## src/rtl/fx_dot_acc_q15.sv

```systemverilog
// Streaming Q15 dot-product engine: multiply pairs, accumulate wide, emit one
// saturated Q15 result per frame of LEN pairs. Multiplier truncates toward -inf.

module fx_mul_q15 (
    input  logic [15:0] a,
    input  logic [15:0] b,
    output logic [15:0] p
);
    logic signed [31:0] full;

    always_comb begin
        full = $signed(a) * $signed(b);
        // -1 * -1 is the only product that overflows Q15
        if (a == 16'h8000 && b == 16'h8000) begin
            p = 16'h7FFF;
        end else begin
            p = full[30:15];
        end
    end
endmodule

module fx_dot_acc_q15 #(
    parameter int LEN   = 16,
    parameter int ACC_W = 32
) (
    input  logic        clk,
    input  logic        rst,
    input  logic        in_valid,
    output logic        in_ready,
    input  logic [15:0] in_a,
    input  logic [15:0] in_b,
    output logic        out_valid,
    input  logic        out_ready,
    output logic [15:0] out_q15,
    output logic        out_sat,
    output logic        busy
);
    localparam int CW = $clog2(LEN) + 1;
    localparam logic signed [ACC_W-1:0] Q_MAX = ACC_W'(32767);
    localparam logic signed [ACC_W-1:0] Q_MIN = -ACC_W'(32768);

    typedef enum logic [1:0] {
        ACC,
        FLUSH,
        HOLD
    } state_t;

    state_t                    state_q, state_d;
    logic [CW-1:0]             count_q, count_d;
    logic signed [ACC_W-1:0]   acc_q, acc_d;
    logic [15:0]               p_q, p_d;
    logic                      p_valid_q, p_valid_d;
    logic                      p_last_q, p_last_d;
    logic                      out_valid_q, out_valid_d;
    logic [15:0]               out_q15_q, out_q15_d;
    logic                      out_sat_q, out_sat_d;

    logic [15:0]               prod;
    logic                      accept;
    logic                      last_pair;
    logic signed [ACC_W-1:0]   p_ext;
    logic signed [ACC_W-1:0]   sum;

    fx_mul_q15 u_mul (
        .a(in_a),
        .b(in_b),
        .p(prod)
    );

    assign in_ready  = (state_q == ACC);
    assign accept    = in_valid && in_ready;
    assign last_pair = (count_q == CW'(LEN - 1));
    assign p_ext     = ACC_W'($signed(p_q));
    assign sum       = acc_q + p_ext;

    always_comb begin
        state_d     = state_q;
        count_d     = count_q;
        acc_d       = acc_q;
        p_d         = accept ? prod : p_q;
        p_valid_d   = accept;
        p_last_d    = accept && last_pair;
        out_valid_d = out_valid_q;
        out_q15_d   = out_q15_q;
        out_sat_d   = out_sat_q;

        if (p_valid_q) begin
            acc_d = sum;
        end

        unique case (state_q)
            ACC: begin
                if (accept) begin
                    if (last_pair) begin
                        count_d = '0;
                        state_d = FLUSH;
                    end else begin
                        count_d = count_q + CW'(1);
                    end
                end
            end
            FLUSH: begin
                state_d = HOLD;
                if (p_valid_q && p_last_q) begin
                    if (sum > Q_MAX) begin
                        out_q15_d = 16'h7FFF;
                        out_sat_d = 1'b1;
                    end else if (sum < Q_MIN) begin
                        out_q15_d = 16'h8000;
                        out_sat_d = 1'b1;
                    end else begin
                        out_q15_d = sum[15:0];
                        out_sat_d = 1'b0;
                    end
                end
            end
            HOLD: begin
                // result register settles one cycle before it is offered
                out_valid_d = 1'b1;
                if (out_valid_q && out_ready) begin
                    state_d     = ACC;
                    acc_d       = '0;
                    out_valid_d = 1'b0;
                end
            end
            default: begin
                state_d = ACC;
            end
        endcase
    end

    always_ff @(posedge clk or posedge rst) begin
        if (rst) begin
            state_q     <= ACC;
            count_q     <= '0;
            acc_q       <= '0;
            p_q         <= '0;
            p_valid_q   <= 1'b0;
            p_last_q    <= 1'b0;
            out_valid_q <= 1'b0;
            out_q15_q   <= '0;
            out_sat_q   <= 1'b0;
        end else begin
            state_q     <= state_d;
            count_q     <= count_d;
            acc_q       <= acc_d;
            p_q         <= p_d;
            p_valid_q   <= p_valid_d;
            p_last_q    <= p_last_d;
            out_valid_q <= out_valid_d;
            out_q15_q   <= out_q15_d;
            out_sat_q   <= out_sat_d;
        end
    end

    assign out_valid = out_valid_q;
    assign out_q15   = out_q15_q;
    assign out_sat   = out_sat_q;
    assign busy      = (count_q != '0) || (state_q != ACC) || p_valid_q;
endmodule

```

## config.mk

```make
export PLATFORM = sky130hd
export DESIGN_NAME = fx_dot_acc_q15
export DESIGN_NICKNAME = d
export VERILOG_FILES = /design/src/rtl/fx_dot_acc_q15.sv
export SDC_FILE = /design/constraint.sdc
export NUM_CORES = 1
export LEC_CHECK = 0
export CORE_ASPECT_RATIO = 1.25
export CORE_MARGIN = 3
export CORE_UTILIZATION = 35
export DETAILED_ROUTE_END_ITERATION = 10
export DONT_BUFFER_PORTS = 1
export PLACE_DENSITY = 0.5
export SYNTH_ARGS = -nofsm -noshare
export SYNTH_HDL_FRONTEND = slang
export SYNTH_SLANG_ARGS = --single-unit
```

## constraint.sdc

```tcl
create_clock -name clk -period 3.7 [get_ports clk]
set_input_delay 0.37 -clock clk [delete_from_list [all_inputs] [get_ports clk]]
set_output_delay 0.37 -clock clk [all_outputs]
set_load 0.005 [all_outputs]
```

* Word level (Yosys, flattened, before mapping)
Cells that the tools add are included.
** Word-level totals
- Register bits :: 75
- Input bits :: 36
- Logic and storage cells :: 49
** Cells by class
- Multiplexer cells :: 14
- Reduce and logical (&&, ||, !) cells :: 13
- $lt $le $gt $ge :: 2
- Add/subtract/negate cells :: 2
- Eq/ne operators :: 8
- Multipliers :: 1
** Operators with widths (number)
- 2-to-1 mux 32 bit :: 3
- 2-to-1 mux 16 bit :: 3
- adder 32 x 16 -> 32 bit :: 1
- == test 16 bit (second input constant) :: 2
- > comparator 32 x 16 -> 1 bit (second input constant) :: 1
- < comparator 32 x 16 -> 1 bit (second input constant) :: 1
- multiplier 16 x 16 -> 31 bit :: 1
- 2-to-1 mux 2 bit :: 3
- one-hot mux 2 bit (3 select lines) :: 1
- adder 5 x 1 -> 5 bit (second input constant) :: 1
- == test 5 x 4 -> 1 bit (second input constant) :: 1
- logical AND 1 bit :: 5
- 2-to-1 mux 5 bit :: 1
- nonzero test 5 bit :: 1
- inequality test 2 x 1 -> 1 bit (second input constant) :: 2
- AND reduction 2 bit :: 2
- 2-to-1 mux 1 bit :: 3
- AND reduction 3 bit :: 1
- == test 2 x 1 -> 1 bit (second input constant) :: 1
- == test 2 bit (second input constant) :: 1
- logical NOT 2 bit :: 1
- logical OR 1 bit :: 2
- inequality test 2 bit (second input constant) :: 1
- nonzero test 2 bit :: 1

* Logic depth before layout (Yosys ltp)
- Depth in word-level cells :: 4
- Mapped depth :: 26
- Depth with buffers taken out :: 25

* Cells and area by module
A second synthesis with hierarchy kept.
** Second synthesis, totals
- Cells, all modules :: 1617
- Area, all modules :: 14318.7 um^2
** Modules (own cells, without submodules)
- fx_mul_q15 :: seq. area each 0.0 um^2, area an instance 9529.1 um^2, cells an instance 1071, instances 1
- fx_dot_acc_q15 :: seq. area each 1876.8 um^2, area an instance 4789.6 um^2, cells an instance 546, instances 1

* Worst setup path after synthesis
No wires, ideal clock.
- Path kind :: input to register
- From :: input in_b[7]
- To :: register p_q[15]
- Data arrival time :: 6.440 ns
- Required time :: 3.559 ns
- Buffers on the path :: 2
- Cell stages on the path :: 25
- Path slack :: -2.881 ns
- Path through :: clkbuf_1 clkbuf_1 nand2_1 fa_1 inv_1 fa_1 inv_1 fa_1 inv_1 fa_1 fa_1 inv_1 fa_1 inv_1 ha_1 a211o_1 o211ai_1 o211ai_1 o2111ai_1 nand2_1 a41o_1 or4_1 a31oi_1 xnor2_1 o22ai_1
** On the way
- Longest elaborated chain between the ends :: 3
- Elaborated cells on any way between the ends :: 4
- Those cells by class :: mul: 1; eq/ne: 1; mux: 1; reduce/logical: 1
** Ends and longest elaborated chain
- start: declaration :: RTL line 31 : input logic [15:0] in_b,
- branches (longest 2 deep; another with multiplier 16 x 16 -> 31 bit)
- 2-to-1 mux 16 bit (*) :: RTL line 14 : if (a == 16'h8000 && b == 16'h8000) begin
- end signal: assignment :: RTL line 147 : p_q <= p_d;
- end: declaration :: RTL line 51 : logic [15:0] p_q, p_d;
Mark *: on every way between the ends.
A chain may end at the register's enable or synchronous reset.

* Worst setup path after layout
- From :: input in_b[4]
- To :: register p_q[15]
The elaborated chain is that of the path after synthesis.

==> results.py <==
metrics = {
    "clock_network": {
        "cts_buffer_depth": 2,
        "cts_tree": "yes",
        "clkTransAtPathRegs_ns": 0.06,
        "h-tree-depth": 3,
        "cts_buffers": 9,
        "root_buffer": "clkbuf_16",
        "cts_num_sinks": 75,
        "worstSkewPairLatency_ns": 0.34,
    },
    "routing": {
        "viasPerCell": 4.85,
        "drtPass1Iterations": 5,
        "wl_per_cell_um": 16.5,
        "vias": 10300,
        "wirelength_mm": 35.0,
        "ant_nets": 0,
        "drc": 0,
        "drt_iter0_drc": 485,
    },
    "logic_synthesis": {
        "synth_area_leaders": "fa_1 36%, dfrtp_1 13%, ha_1 9.7%, inv_1 8.1%, and2_1 5.4%",
        "synth_top_area_share_pct": 35.9,
        "syn_avg_cell_area_um2": 9.28,
        "yosys.area_share.adder_pct": 45.6,
        "ys_ff_latch": 75,
        "syn_area_mm2": 0.0143,
        "synth.net_count": 1938,
        "synthXorXnorAreaFrac_pct": 3.60,
        "async_reset_ff_share_pct": 100,
        "synth_compound_area_share_pct": 9.75,
        "synth_mux_area_share_pct": 1.82,
        "yosysUniqueCellTypes": 80,
        "yosysWarningCount": 0,
        "synth-edff-count": 0,
        "synth_area_leader_cell": "fa_1",
        "yosysSeqAreaShare_pct": 13.2,
        "synthSimpleGateAreaFrac_pct": 16.1,
        "synthCells": 1536,
        "synth_ff_type": "dfrtp_1",
        "synth_top_family_by_area": "adder cells",
    },
    "final_layout": {
        "syn_to_final_growth_pct": 12.1,
        "n_fill_cell": 4148,
        "num_antenna_cells": 0,
        "final_nets": 1977,
        "final_cell_count_no_fill": 2126,
        "final_layout_size_suffix_gt1_share_pct": 13.5,
    },
    "place": {
        "port_buffers": 0,
        "dp_hpwl_mm": 29.1,
        "placedCellCount": 2103,
        "place.gp.congestion": 0.850,
    },
    "die": {
        "num_io_pins": 56,
        "chipWidth_um": 187,
        "dieArea_mm2": 0.0432,
        "die_h_um": 232,
        "core-area_mm2": 0.0402,
        "initial_utilization_pct": 35.5,
        "placementRows": 82,
    },
    "worst_setup_path": {
        "crit_start": "in_b[4]",
        "required_ns": 3.92,
        "cp-end-kind": "flip-flop",
        "r2r-start": "p_q[15]",
        "arrival_ns": 6.02,
        "rrSetupSlack_ns": -0.02,
        "crit_fanout": 17,
        "rr_endpoint": "out_q15[6]",
        "crit_path_end": "p_q[15]",
        "start_kind": "input port",
        "worstSetupPathType": "input port to flip-flop",
        "reg2reg_depth": 12,
    },
    "timing": {
        "worst_slack_ns": -2.10,
        "period_share_pct": 157,
        "worst_pin_slew_ns": 0.869,
        "rsz0062_at_grt": "true",
        "hold_viol": 0,
        "max_slew_margin_pct": 42.0,
        "skew_ns": 0.00811,
        "fin_hold_ws_ns": 0.0270,
        "finalSetupViolations": 28,
        "drv_slew": 0,
        "fmax_mhz": 172,
        "period_needed_ns": 5.80,
    },
    "global_route": {
        "antenna_found_initial": 0,
        "grt_overflow": 0,
        "track_usage_pct": 16.6,
        "grt_max_degree": 46,
        "grt_pass1_wl_mm": 58.7,
        "grt_pass1_vias": 11100,
    },
    "min_path": {
        "hold_class": "input port to asynchronous set/reset pin",
    },
    "outcome": {
        "status": "complete, but fails checks",
        "violations": "negative setup slack",
    },
    "run": {
        "cap_violations": 0,
    },
}
state kept, by name (all words and copies together), names as in the netlist:
signal     count
p_q           16
p_last_q       1
out_q15       16
state_q        2
out_sat        1
acc_q         32
p_valid_q      1
out_valid      1
count_q        5
synthesized netlist by cell type, types with 3 or more instances:
library cell	n
a211o_1	6
a211oi_1	11
a21boi_0	3
a21o_1	18
a21oi_1	37
a21oi_2	3
a221o_1	12
a31oi_1	4
and2_1	123
and3_1	5
buf_1	3
buf_6	4
clkbuf_1	50
dfrtp_1	75
fa_1	256
ha_1	110
inv_1	306
mux2i_1	26
nand2_1	161
nand2b_1	6
nand3_1	12
nand4_1	16
nor2_1	83
nor2b_1	8
nor3_1	9
nor4_1	9
o2111ai_1	3
o211ai_1	6
o21a_1	4
o21ai_0	20
o21ai_1	7
o21bai_1	7
o22a_1	16
o31ai_1	4
or2_2	3
or3_1	3
or4_1	3
xnor2_1	38
xor2_1	15
per-layer routing:
metal  part of all wire, %  routed length, um  GRT usage (%)  vias to the layer above
met1                    47              16300           22.5                     5190
met2                    48              16900           28.7                      184
met3                   4.0               1390           2.50                       24
met4                   1.1                387           2.93                        0
li1                      -                  -              -                     4909
met5                     0                  0              0                        -
per-stage QoR:
step / setup WS (ns) / area (um2) / util (%) / TNS, ns
detailed placement: -2.50 / 15500 / 38.4 / -32.01
global placement: -2.44 / 15500 / 38.4 / -31.29
floorplan: -2.30 / 14500 / - / -27.06
global route: -2.32 / 16000 / 39.7 / -29.55
CTS: -2.07 / 15900 / 39.5 / -25.65
finish: -2.10 / 16000 / 39.7 / -24.96
final cells by class:
| class | count | area, um2 | area share, % |
|---|---|---|---|
| Clock buffer | 12 | 256 | 1.60 |
| Clock inverter | 4 | 31.3 | 0.196 |
| Inverter | 306 | 1150 | 7.21 |
| Multi-Input combinational cell | 1093 | 11300 | 70.5 |
| Sequential cell | 75 | 1880 | 11.7 |
| Tap cell | 546 | 683 | 4.27 |
| Timing Repair Buffer | 90 | 719 | 4.50 |
how the worst min path moves through the flow:
stage                 end       start  slack [ns]
6_report       count_q[2]         rst        0.03
5_1_grt        out_q15[2]         rst         0.1
2_1_floorplan    p_last_q  count_q[4]        0.44
4_1_cts        count_q[2]         rst        0.06
3_5_place_dp   out_q15[2]         rst        0.43
3_3_place_gp   out_q15[1]         rst        0.42
worst max-delay path, stage by stage:
cell       delay, ns
and2_4          0.14
fa_1            0.53
inv_1           0.05
fa_1            0.46
fa_1            0.52
fa_1            0.51
inv_2           0.04
fa_1            0.49
inv_2           0.04
fa_1            0.51
inv_2           0.05
ha_4            0.15
a211o_1         0.22
o211ai_1        0.13
a211o_1         0.17
o211ai_1        0.14
o2111ai_1       0.22
nand2_1         0.12
a41o_1          0.24
or4_4           0.51
a31oi_4         0.18
xnor2_1         0.14
o22ai_1         0.09
kinds of logic (layout without fill, tap and decap cells):
kind of cell / count (synthesis) / count (layout)
fa+ha+maj: 366 / 366
compound gates: 186 / 186
flops: 75 / 75
simple gates: 459 / 459
buf+inv: 368 / 412
mux: 26 / 26
xor+xnor: 56 / 56
cell usage in the layout (no fill, tap or decap), drive strengths merged, types with 13 or more instances in the layout:
| cell type | netlist | layout |
|---|---|---|
| a211oi | 13 | 13 |
| ha | 110 | 110 |
| o21ai | 29 | 29 |
| a21o | 18 | 18 |
| and2 | 125 | 125 |
| a21oi | 40 | 40 |
| nand2 | 162 | 162 |
| fa | 256 | 256 |
| o22a | 16 | 16 |
| inv | 306 | 307 |
| xnor2 | 40 | 40 |
| mux2i | 26 | 26 |
| nand4 | 17 | 17 |
| dfrtp | 75 | 75 |
| nor2 | 84 | 84 |
| buf | 10 | 90 |
| xor2 | 16 | 16 |
repair_timing:
action | CTS | global route
setup buffers | 7 | 4
pin swaps | 25 | 43
setup endpoints to repair | 28 | 32
resized for setup | 29 | 30
hold buffers | 0 | 0
gates cloned | 0 | 0
Power is left out: the tool's default activity adds up to more than one toggle a clock period on the data nets, which glitch-free logic cannot reach.
